--- src/rtl/pipe_stage_reg.sv ---
// Pipeline stage register: valid/ready handshake with a two-entry skid buffer and flush-to-bubble.
// Optional stall counter is enabled by defining PIPE_STAGE_STALL_CNT_EN.
module pipe_stage_reg #(
  parameter int                PC_W     = 12,
  parameter int                INST_W   = 16,
  parameter logic [INST_W-1:0] NOP_INST = '0
) (
  input  logic              clk,
  input  logic              reset,
  input  logic              flush,
  input  logic              in_valid,
  output logic              in_ready,
  input  logic [PC_W-1:0]   pc_in,
  input  logic [INST_W-1:0] inst_in,
  output logic              out_valid,
  input  logic              out_ready,
  output logic [PC_W-1:0]   pc_out,
  output logic [INST_W-1:0] inst_out
`ifdef PIPE_STAGE_STALL_CNT_EN
  ,
  output logic [15:0]       stall_cnt
`endif
);

  typedef struct packed {
    logic [PC_W-1:0]   pc;
    logic [INST_W-1:0] inst;
  } entry_t;

  typedef enum logic [1:0] {EMPTY, ONE, TWO} state_t;

  state_t state, state_nxt;
  entry_t main_q, skid_q, in_e;
  logic   acc, pop;
  logic   main_ld_in, main_ld_skid, skid_ld;
  logic   clr;

  assign in_e = '{pc: pc_in, inst: inst_in};
  assign clr  = reset || flush;
  assign acc  = in_valid && in_ready;
  assign pop  = out_valid && out_ready;

  // State register
  always_ff @(posedge clk) begin
    if (clr) state <= EMPTY;
    else     state <= state_nxt;
  end

  // Next-state logic
  always_comb begin
    state_nxt = state;
    case (state)
      EMPTY: if (acc) state_nxt = ONE;
      ONE: begin
        if (acc && !pop)      state_nxt = TWO;
        else if (!acc && pop) state_nxt = EMPTY;
      end
      TWO:     if (pop) state_nxt = ONE;
      default: state_nxt = EMPTY;
    endcase
  end

  // Output / load-enable decode
  always_comb begin
    out_valid    = (state != EMPTY);
    main_ld_in   = 1'b0;
    main_ld_skid = 1'b0;
    skid_ld      = 1'b0;
    case (state)
      EMPTY: main_ld_in = acc;
      ONE: begin
        main_ld_in = acc && pop;
        skid_ld    = acc && !pop;
      end
      TWO:     main_ld_skid = pop;
      default: ;
    endcase
  end

  // in_ready is its own flop so out_ready never reaches it combinationally
  always_ff @(posedge clk) begin
    if (clr) in_ready <= 1'b1;
    else     in_ready <= (state_nxt != TWO);
  end

  always_ff @(posedge clk) begin
    if (clr)               main_q <= '{pc: '0, inst: NOP_INST};
    else if (main_ld_in)   main_q <= in_e;
    else if (main_ld_skid) main_q <= skid_q;
  end

  always_ff @(posedge clk) begin
    if (reset)        skid_q <= '0;
    else if (skid_ld) skid_q <= in_e;
  end

  assign pc_out   = main_q.pc;
  assign inst_out = main_q.inst;

`ifdef PIPE_STAGE_STALL_CNT_EN
  // Saturating; flush deliberately leaves it alone
  always_ff @(posedge clk) begin
    if (reset)
      stall_cnt <= '0;
    else if (out_valid && !out_ready && stall_cnt != 16'hFFFF)
      stall_cnt <= stall_cnt + 16'd1;
  end
`endif

endmodule

--- config.mk ---
export PLATFORM = sky130hd
export DESIGN_NAME = pipe_stage_reg
export DESIGN_NICKNAME = d
export VERILOG_FILES = /design/src/rtl/pipe_stage_reg.sv
export SDC_FILE = /design/constraint.sdc
export NUM_CORES = 1
export LEC_CHECK = 0
export CAP_MARGIN = 20
export CORE_MARGIN = 5
export CORE_UTILIZATION = 52
export CTS_CLUSTER_DIAMETER = 120
export DETAILED_ROUTE_END_ITERATION = 16
export PLACE_DENSITY = 0.83
export SLEW_MARGIN = 20
export SYNTH_ARGS = -nofsm -noshare
export SYNTH_HDL_FRONTEND = slang
export SYNTH_SLANG_ARGS = --single-unit
export TNS_END_PERCENT = 20
--- constraint.sdc ---
create_clock -name clk -period 2.1 [get_ports clk]
set_input_delay 0.315 -clock clk [delete_from_list [all_inputs] [get_ports clk]]
set_output_delay 0.315 -clock clk [all_outputs]
set_load 0.03 [all_outputs]
==> results of run 1 <==
## final cells by class
type                       count  area (um2)  area share (%)
sequential                    59        1180            36.9
multi-input combinational    215        1030            32.1
timing repair buffer          72         708            22.1
clock buffer                  12         165            5.15
tap                           52        65.1            2.03
clock inverter                 4        47.5            1.48
inverter                       2        7.51           0.234
## stage by stage
stage               instances  util, %
floorplan                 298        -
global placement          400     67.8
detailed placement        400     67.8
CTS                       416     72.6
global route              416     72.6
finish                    416     72.6
## registers in the layout, indices dropped and copies added (netlist names)
name,count
inst_out,16
pc_out,12
state,2
in_ready,1
skid_q,28
## path summary, 6_finish.rpt
path / depth (start not counted) / from / endpoint / slack (ns)
setup reg to reg: 4 / state[0] / inst_out[15] / 0.55
setup / recovery: 2 / state[1] / out_valid / 0.13
hold / removal: 2 / skid_q[10] / skid_q[10] / 0.45
hold reg to reg: 2 / skid_q[10] / skid_q[10] / 0.45
## cells in the final DEF (no fill, tap or decap)
master	n
o21ai_0	23
nor2b_4	1
inv_1	2
o21ai_1	5
nor2_1	1
or3_4	1
or2_1	1
mux2i_1	1
buf_4	9
buf_12	1
nor2_4	1
or3_1	1
or2_2	2
a21oi_1	28
dfxtp_1	59
nand4b_1	1
nand2b_2	1
clkinvlp_4	1
bufinv_16	1
nor2_2	1
nand2b_1	1
clkbuf_8	12
nor3_4	1
a31oi_1	28
nand2_1	114
clkdlybuf4s50_1	62
nand3_1	1
clkinv_2	2
mux2_2	1
o22a_1	1
## report_power, final
| group | switching (mW) | total (mW) | leakage (nW) | internal, mW |
|---|---|---|---|---|
| registers | 0.0195 | 1.17 | 0.480 | 1.15 |
| clock network | 0.428 | 1.07 | 0.108 | 0.640 |
| logic | 0.156 | 0.292 | 0.499 | 0.136 |
| total | 0.604 | 2.53 | 1.09 | 1.93 |
## worst min-delay path: stages (launching register included)
cell and delay, ns:
dfxtp_1 0.31, nand2_1 0.05, a21oi_1 0.05
## kinds of logic after synthesis
group	share of synthesized area [%]
buf+inv	7.69
flops	49.4
mux	0.889
compound gates	19.4
simple gates	22.6
## per-layer routing
layer,up-vias,share of wire [%]
met3,12,8.3
met2,95,47
met4,0,1.8
met5,-,0
li1,1125,-
met1,1045,43
==> impl_metrics.py, run 1 <==
metrics = {
    "timing": {
        "relSlewSlack_pct": 67.3,
        "finalSetupTns_ns": 0,
        "rsz0062_at_grt": "false",
        "fmax_mhz": 507,
        "min_period_ns": 1.97,
        "tightest_slew_ns": 0.491,
        "maxSlewViolCount": 0,
        "fin_crit_sh_pct": 93.8,
        "holdWs_ns": 0.454,
        "setup_ws_ns": 0.129,
        "setup_viol": 0,
        "finalHoldViolCount": 0,
        "finClkSkew_ns": 0.00756,
    },
    "global_route": {
        "grtUsageMet3_pct": 6.94,
        "grt_overflow": 0,
        "met1_usage_pct": 21.4,
        "grt_first_pass_wirelength_um": 9390,
        "groute.usage.overall_pct": 18.9,
        "grtUsageMet2_pct": 31.4,
        "grt_max_degree": 57,
        "antenna_found_initial": 0,
        "busiest_layer": "met2",
        "first_global_vias": 2211,
    },
    "synthesis": {
        "netlist_top_cells_area": "dfxtp_1 (49%), nand2_1 (18%), a31oi_1 (7.3%)",
        "synth_fp_nets": 331,
        "ys.warnings.count": 0,
        "synth_edf_count": 0,
        "synthCells": 298,
        "ys_ff_latch": 59,
        "synth_ff_type": "dfxtp_1",
        "ys_seq_area_share_pct": 49.4,
        "yosysMostFrequentCell": "nand2_1",
        "synth_common_cells": "nand2_1 (114), dfxtp_1 (59), a21oi_1 (28), a31oi_1 (28), o21ai_0 (23)",
        "synthArstFlopShare_pct": 0,
        "synth_top_area_cell": "dfxtp_1",
        "synthDominantCellAreaShare_pct": 49.4,
        "ys_types": 25,
        "syn_area_mm2": 0.00239,
        "syn_avg_cell_area_um2": 8.03,
    },
    "cells_and_area": {
        "design_area_mm2": 0.00320,
        "n_antenna_cell": 0,
        "area_growth_pct": 33.9,
        "layout-drive-gt1-share_pct": 9.62,
        "nets": 392,
        "n_fill_cell": 344,
    },
    "clock_network": {
        "clk-insertion-delay-late_ns": 0.34,
        "clock_path_buffers": 2,
        "post_cts.repair.setup_buffers": 0,
        "post_cts_resized": 0,
        "hold_buffers": 0,
        "clock_sinks": 59,
        "cts_root_buf": "clkbuf_8",
        "cts.clk_slew.worst_paths_ns": 0.06,
        "cts_buffers": 9,
        "cts_tree": "done",
        "htreeDepth": 3,
    },
    "drt": {
        "vias_per_cell": 5.47,
        "dr.pass1.iters": 4,
        "postRouteAntennaNets": 0,
        "first_iter_violations": 189,
        "wl_per_cell_um": 13.7,
        "drc": 0,
        "via_count": 2277,
        "totalWireLength_um": 5710,
    },
    "die": {
        "die_w_um": 77.8,
        "ioPinCount": 63,
        "start_util_pct": 54.2,
        "dieArea_mm2": 0.00606,
        "fp-row-count": 24,
        "core-area_mm2": 0.00441,
        "die-height_um": 77.8,
    },
    "pwr": {
        "p_total_mw": 2.53,
        "power.density_mw_per_mm2": 791,
        "p_leak_nw": 1.09,
        "max-vdd-ir-drop_mv": 0.485,
    },
    "placement": {
        "place.gp.congestion": 0.763,
        "placed_area_mm2": 0.00299,
        "dp_hpwl_um": 3760,
        "pre_cts_slack_ns": 0.0856,
        "io_buffers": 62,
    },
    "worst_setup_path": {
        "path_class": "register to primary output",
        "required_ns": 1.78,
        "crit_arrival_ns": 1.66,
        "startpoint_type": "register",
        "end_kind": "primary output",
        "crit_chain": "or2_2 -> clkdlybuf4s50_1",
        "max_stage_delay_ns": 0.66,
        "slowest_stage": "clkdlybuf4s50_1",
        "worst-path-buf-inv": 1,
        "crit_family": "buffers and inverters",
        "crit_fanout": 8,
    },
    "run": {
        "maxCapViolCount": 0,
    },
    "min_path": {
        "min_path_type": "register to register",
    },
    "run_status": {
        "status": "finished clean",
    },
}
No activity file was read; power rests on OpenSTA's default activity.
==> inputs of run 2 (changes only) <==
--- a/config.mk
+++ b/config.mk
@@ -6,7 +6,7 @@
 export NUM_CORES = 1
 export LEC_CHECK = 0
 export CAP_MARGIN = 20
-export CORE_MARGIN = 5
+export CORE_MARGIN = 3
 export CORE_UTILIZATION = 52
 export CTS_CLUSTER_DIAMETER = 120
 export DETAILED_ROUTE_END_ITERATION = 16
==> impl_metrics.py, run 2 (same netlist as run 1, synthesis figures left out) <==
metrics = {
    "clock_network": {
        "cts_root_buf": "clkbuf_8",
        "htreeDepth": 3,
        "hold_buffers": 0,
        "cts.clk_slew.worst_paths_ns": 0.06,
        "clock_path_buffers": 2,
        "post_cts_resized": 0,
        "clk-insertion-delay-late_ns": 0.34,
        "cts_tree": "done",
        "cts_buffers": 9,
        "post_cts.repair.setup_buffers": 0,
        "clock_sinks": 59,
    },
    "cells_and_area": {
        "multi_input_area_mm2": 0.00103,
        "largest_reg_flops": 28,
        "final_common_cell": "nand2_1",
        "layout-drive-gt1-share_pct": 9.56,
        "design_area_mm2": 0.00321,
        "regMostFlops": "skid_q",
        "n_antenna_cell": 0,
        "final_cell_mix": "nand2_1 (114), clkdlybuf4s50_1 (62), dfxtp_1 (59)",
        "nets": 394,
        "area_growth_pct": 34.3,
        "n_fill_cell": 340,
        "regArea_mm2": 0.00118,
    },
    "global_route": {
        "first_global_vias": 2030,
        "grt_overflow": 0,
        "grt_max_degree": 57,
        "antenna_found_initial": 0,
        "grt_first_pass_wirelength_um": 9050,
        "groute.usage.overall_pct": 22.1,
    },
    "placement": {
        "place.gp.congestion": 0.727,
        "placed_area_mm2": 0.00299,
        "dp_hpwl_um": 3700,
        "io_buffers": 62,
        "pre_cts_slack_ns": 0.0765,
    },
    "worst_setup_path": {
        "end_kind": "primary output",
        "crit_chain": "or2_2 -> clkdlybuf4s50_1",
        "crit_arrival_ns": 1.69,
        "startpoint_type": "register",
        "crit_fanout": 8,
        "required_ns": 1.78,
        "slowest_stage": "clkdlybuf4s50_1",
        "path_class": "register to primary output",
        "max_stage_delay_ns": 0.66,
    },
    "timing": {
        "finalHoldViolCount": 0,
        "setup_ws_ns": 0.0956,
        "tightest_slew_ns": 0.521,
        "holdWs_ns": 0.454,
        "finalSetupTns_ns": 0,
        "finClkSkew_ns": 0.00750,
        "relSlewSlack_pct": 65.3,
        "min_period_ns": 2.00,
        "fin_crit_sh_pct": 95.4,
        "setup_viol": 0,
        "fmax_mhz": 499,
        "rsz0062_at_grt": "false",
        "maxSlewViolCount": 0,
    },
    "die": {
        "die-height_um": 73.8,
        "ioPinCount": 63,
        "fp-row-count": 24,
        "die_w_um": 73.8,
        "start_util_pct": 54.6,
        "core-area_mm2": 0.00438,
        "dieArea_mm2": 0.00545,
    },
    "drt": {
        "totalWireLength_um": 5680,
        "postRouteAntennaNets": 0,
        "drc": 0,
        "wl_per_cell_um": 13.6,
        "first_iter_violations": 124,
        "dr.pass1.iters": 4,
        "vias_per_cell": 5.43,
        "via_count": 2268,
    },
    "pwr": {
        "p_leak_nw": 1.10,
        "power.density_mw_per_mm2": 811,
        "max-vdd-ir-drop_mv": 0.569,
    },
    "run_status": {
        "status": "finished clean",
    },
    "run": {
        "maxCapViolCount": 0,
    },
    "min_path": {
        "min_path_type": "register to register",
    },
}
[run 2: worst paths after layout]
path | start | to | slack, ns | depth (start not counted)
min reg2reg | skid_q[22] | skid_q[22] | 0.45 | 2
min | skid_q[22] | skid_q[22] | 0.45 | 2
max reg2reg | state[0] | inst_out[15] | 0.51 | 4
max | state[1] | out_valid | 0.1 | 2
[run 2: stage by stage]
step	util, %	power, mW	cells
after floorplan	-	1.36	298
after global placement	68.3	1.48	402
after detailed placement	68.3	1.49	402
after CTS	73.3	2.63	418
after global routing	73.3	2.70	418
final	73.3	2.60	418
[run 2: worst max-delay path, delay by kind of cell (launching register included)]
kind | cells | cell delay [ns]
simple gates | 1 | 0.18
buf+inv | 1 | 0.66
flops | 1 | 0.52
[run 2: metal layers]
layer	part of all wire, %	vias to the layer above	wire [um]	global-route usage [%]
met1	41	1016	2350	26.3
met4	2.5	0	142	12.1
met5	0	-	0	0
met2	46	108	2620	34.1
met3	10	15	566	8.48
li1	-	1129	-	-
[run 2: area by class of cell]
cell class                      count  area share (%)
Sequential cell                    59            36.8
Inverter                            2           0.234
Tap cell                           52            2.02
Clock buffer                       12            4.52
Clock inverter                      4            2.30
Timing Repair Buffer               74            22.1
Multi-Input combinational cell    215            32.0
[run 2: report_power, final]
group / total [mW] / internal [mW] / switching (mW)
Combinational: 0.294 / 0.137 / 0.157
Sequential: 1.17 / 1.15 / 0.0198
Clock: 1.14 / 0.701 / 0.435
Total: 2.60 / 1.99 / 0.611
==> inputs of run 3 (changes only) <==
--- a/config.mk
+++ b/config.mk
@@ -6,7 +6,7 @@
 export NUM_CORES = 1
 export LEC_CHECK = 0
 export CAP_MARGIN = 20
-export CORE_MARGIN = 3
+export CORE_MARGIN = 2
 export CORE_UTILIZATION = 52
 export CTS_CLUSTER_DIAMETER = 120
 export DETAILED_ROUTE_END_ITERATION = 16
@@ -15,4 +15,4 @@
 export SYNTH_ARGS = -nofsm -noshare
 export SYNTH_HDL_FRONTEND = slang
 export SYNTH_SLANG_ARGS = --single-unit
-export TNS_END_PERCENT = 20
+export TNS_END_PERCENT = 30
==> impl_metrics.py, run 3 (same netlist as run 1, synthesis figures left out) <==
metrics = {
    "drt": {
        "dr.pass1.iters": 4,
        "first_iter_violations": 179,
        "wl_per_cell_um": 13.4,
        "drc": 0,
        "vias_per_cell": 5.46,
        "postRouteAntennaNets": 0,
        "totalWireLength_um": 5580,
        "via_count": 2264,
    },
    "worst_setup_path": {
        "crit_chain": "or2_2 -> clkdlybuf4s50_1",
        "r2r_cells": 4,
        "crit_arrival_ns": 1.68,
        "timing.reg2reg.setup_slack_ns": 0.53,
        "path_depth": 2,
        "required_ns": 1.78,
        "r2r-end": "pc_out[4]",
        "crit_fanout": 8,
        "r2r-start": "state[0]",
        "critPathCapture": "out_valid",
        "startpoint_type": "register",
        "path_class": "register to primary output",
        "worst-path-buf-inv": 1,
        "slowest_stage": "clkdlybuf4s50_1",
        "max_stage_delay_ns": 0.66,
        "end_kind": "primary output",
        "crit_family": "buffers and inverters",
        "critPathLaunch": "state[1]",
    },
    "cells_and_area": {
        "final_common_cell": "nand2_1",
        "regMostFlops": "skid_q",
        "n_antenna_cell": 0,
        "final_cell_mix": "nand2_1 (114), clkdlybuf4s50_1 (62), dfxtp_1 (59)",
        "nets": 392,
        "area_growth_pct": 32.6,
        "n_fill_cell": 346,
        "largest_reg_flops": 28,
        "layout-drive-gt1-share_pct": 8.82,
    },
    "global_route": {
        "first_global_vias": 2036,
        "antenna_found_initial": 0,
        "grt_overflow": 0,
        "grt_first_pass_wirelength_um": 9270,
        "grt_max_degree": 57,
        "groute.usage.overall_pct": 23.3,
    },
    "die": {
        "fp-row-count": 24,
        "start_util_pct": 54.6,
        "die_w_um": 71.8,
        "die-height_um": 71.8,
        "ioPinCount": 63,
        "dieArea_mm2": 0.00516,
        "core-area_mm2": 0.00438,
    },
    "clock_network": {
        "clk-insertion-delay-late_ns": 0.35,
        "cts_buffers": 9,
        "post_cts_resized": 0,
        "post_cts.repair.setup_buffers": 0,
        "htreeDepth": 3,
        "cts.clk_slew.worst_paths_ns": 0.06,
        "clock_path_buffers": 2,
        "clock_sinks": 59,
        "cts_root_buf": "clkbuf_8",
        "hold_buffers": 0,
        "cts_tree": "done",
    },
    "timing": {
        "relSlewSlack_pct": 66.0,
        "finalHoldViolCount": 0,
        "maxSlewViolCount": 0,
        "finalSetupTns_ns": 0,
        "fmax_mhz": 502,
        "rsz0062_at_grt": "false",
        "finClkSkew_ns": 0.00492,
        "fin_crit_sh_pct": 94.8,
        "setup_viol": 0,
        "setup_ws_ns": 0.108,
        "min_period_ns": 1.99,
        "tightest_slew_ns": 0.510,
    },
    "min_path": {
        "min_path_type": "register to register",
    },
    "placement": {
        "pre_cts_slack_ns": 0.102,
        "io_buffers": 62,
        "dp_hpwl_um": 3470,
        "place.gp.congestion": 0.765,
    },
    "pwr": {
        "p_total_mw": 2.50,
        "power.density_mw_per_mm2": 788,
        "p_leak_nw": 1.08,
        "max-vdd-ir-drop_mv": 0.394,
    },
    "run": {
        "maxCapViolCount": 0,
    },
    "run_status": {
        "status": "finished clean",
    },
}
run 3: changes by cell type in the layout (fill, tap and decap cells not counted):
cell and change:
buf_4 -2, bufinv_16 -1, clkbuf_8 +1, clkinv_4 -1
run 3: worst min path at each step:
stage / from / endpoint / slack [ns] / cells past startpoint
4_1_cts: skid_q[7] / skid_q[7] / 0.46 / 2
3_3_place_gp: skid_q[6] / skid_q[6] / 0.44 / 2
3_5_place_dp: skid_q[17] / skid_q[17] / 0.45 / 2
2_1_floorplan: skid_q[0] / skid_q[0] / 0.44 / 2
5_1_grt: skid_q[7] / skid_q[7] / 0.47 / 2
6_report: skid_q[9] / skid_q[9] / 0.46 / 2
run 3: stage by stage:
stage | instance area [um2] | hold WS (ns) | utilization (%) | std cells
after floorplan | 2390 | 0.437 | - | 298
after global placement | 2980 | 0.441 | 68.0 | 400
after detailed placement | 2980 | 0.447 | 68.0 | 400
after CTS | 3170 | 0.456 | 72.4 | 415
after global routing | 3170 | 0.474 | 72.4 | 415
final | 3170 | 0.455 | 72.4 | 415
run 3: routing by layer:
metal	share of wire [%]	global-route usage, %
met5	0	0
met2	46	35.9
met1	45	30.0
met3	7.3	6.19
met4	2.0	11.9
run 3: final cells by class:
| cell class | count | area (um2) | area share, % |
|---|---|---|---|
| tap | 52 | 65.1 | 2.05 |
| clock buffer | 13 | 159 | 5.01 |
| sequential | 59 | 1180 | 37.2 |
| clock inverter | 2 | 35.0 | 1.10 |
| multi-input combinational | 215 | 1030 | 32.5 |
| inverter | 2 | 7.51 | 0.237 |
| timing repair buffer | 72 | 696 | 21.9 |
run 3: power by group:
group          leakage (nW)  total, mW  internal [mW]  switching, mW
clock network        0.0995       1.04          0.605          0.433
registers             0.480       1.17           1.15         0.0191
logic                 0.498      0.290          0.136          0.155
total                  1.08       2.50           1.89          0.607
run 3: worst register-to-register path, cell delays in order (launching register included):
cell     delay (ns)
dfxtp_1        0.35
nor2b_4        0.14
or3_4          0.59
o21ai_0        0.29
a31oi_1        0.06
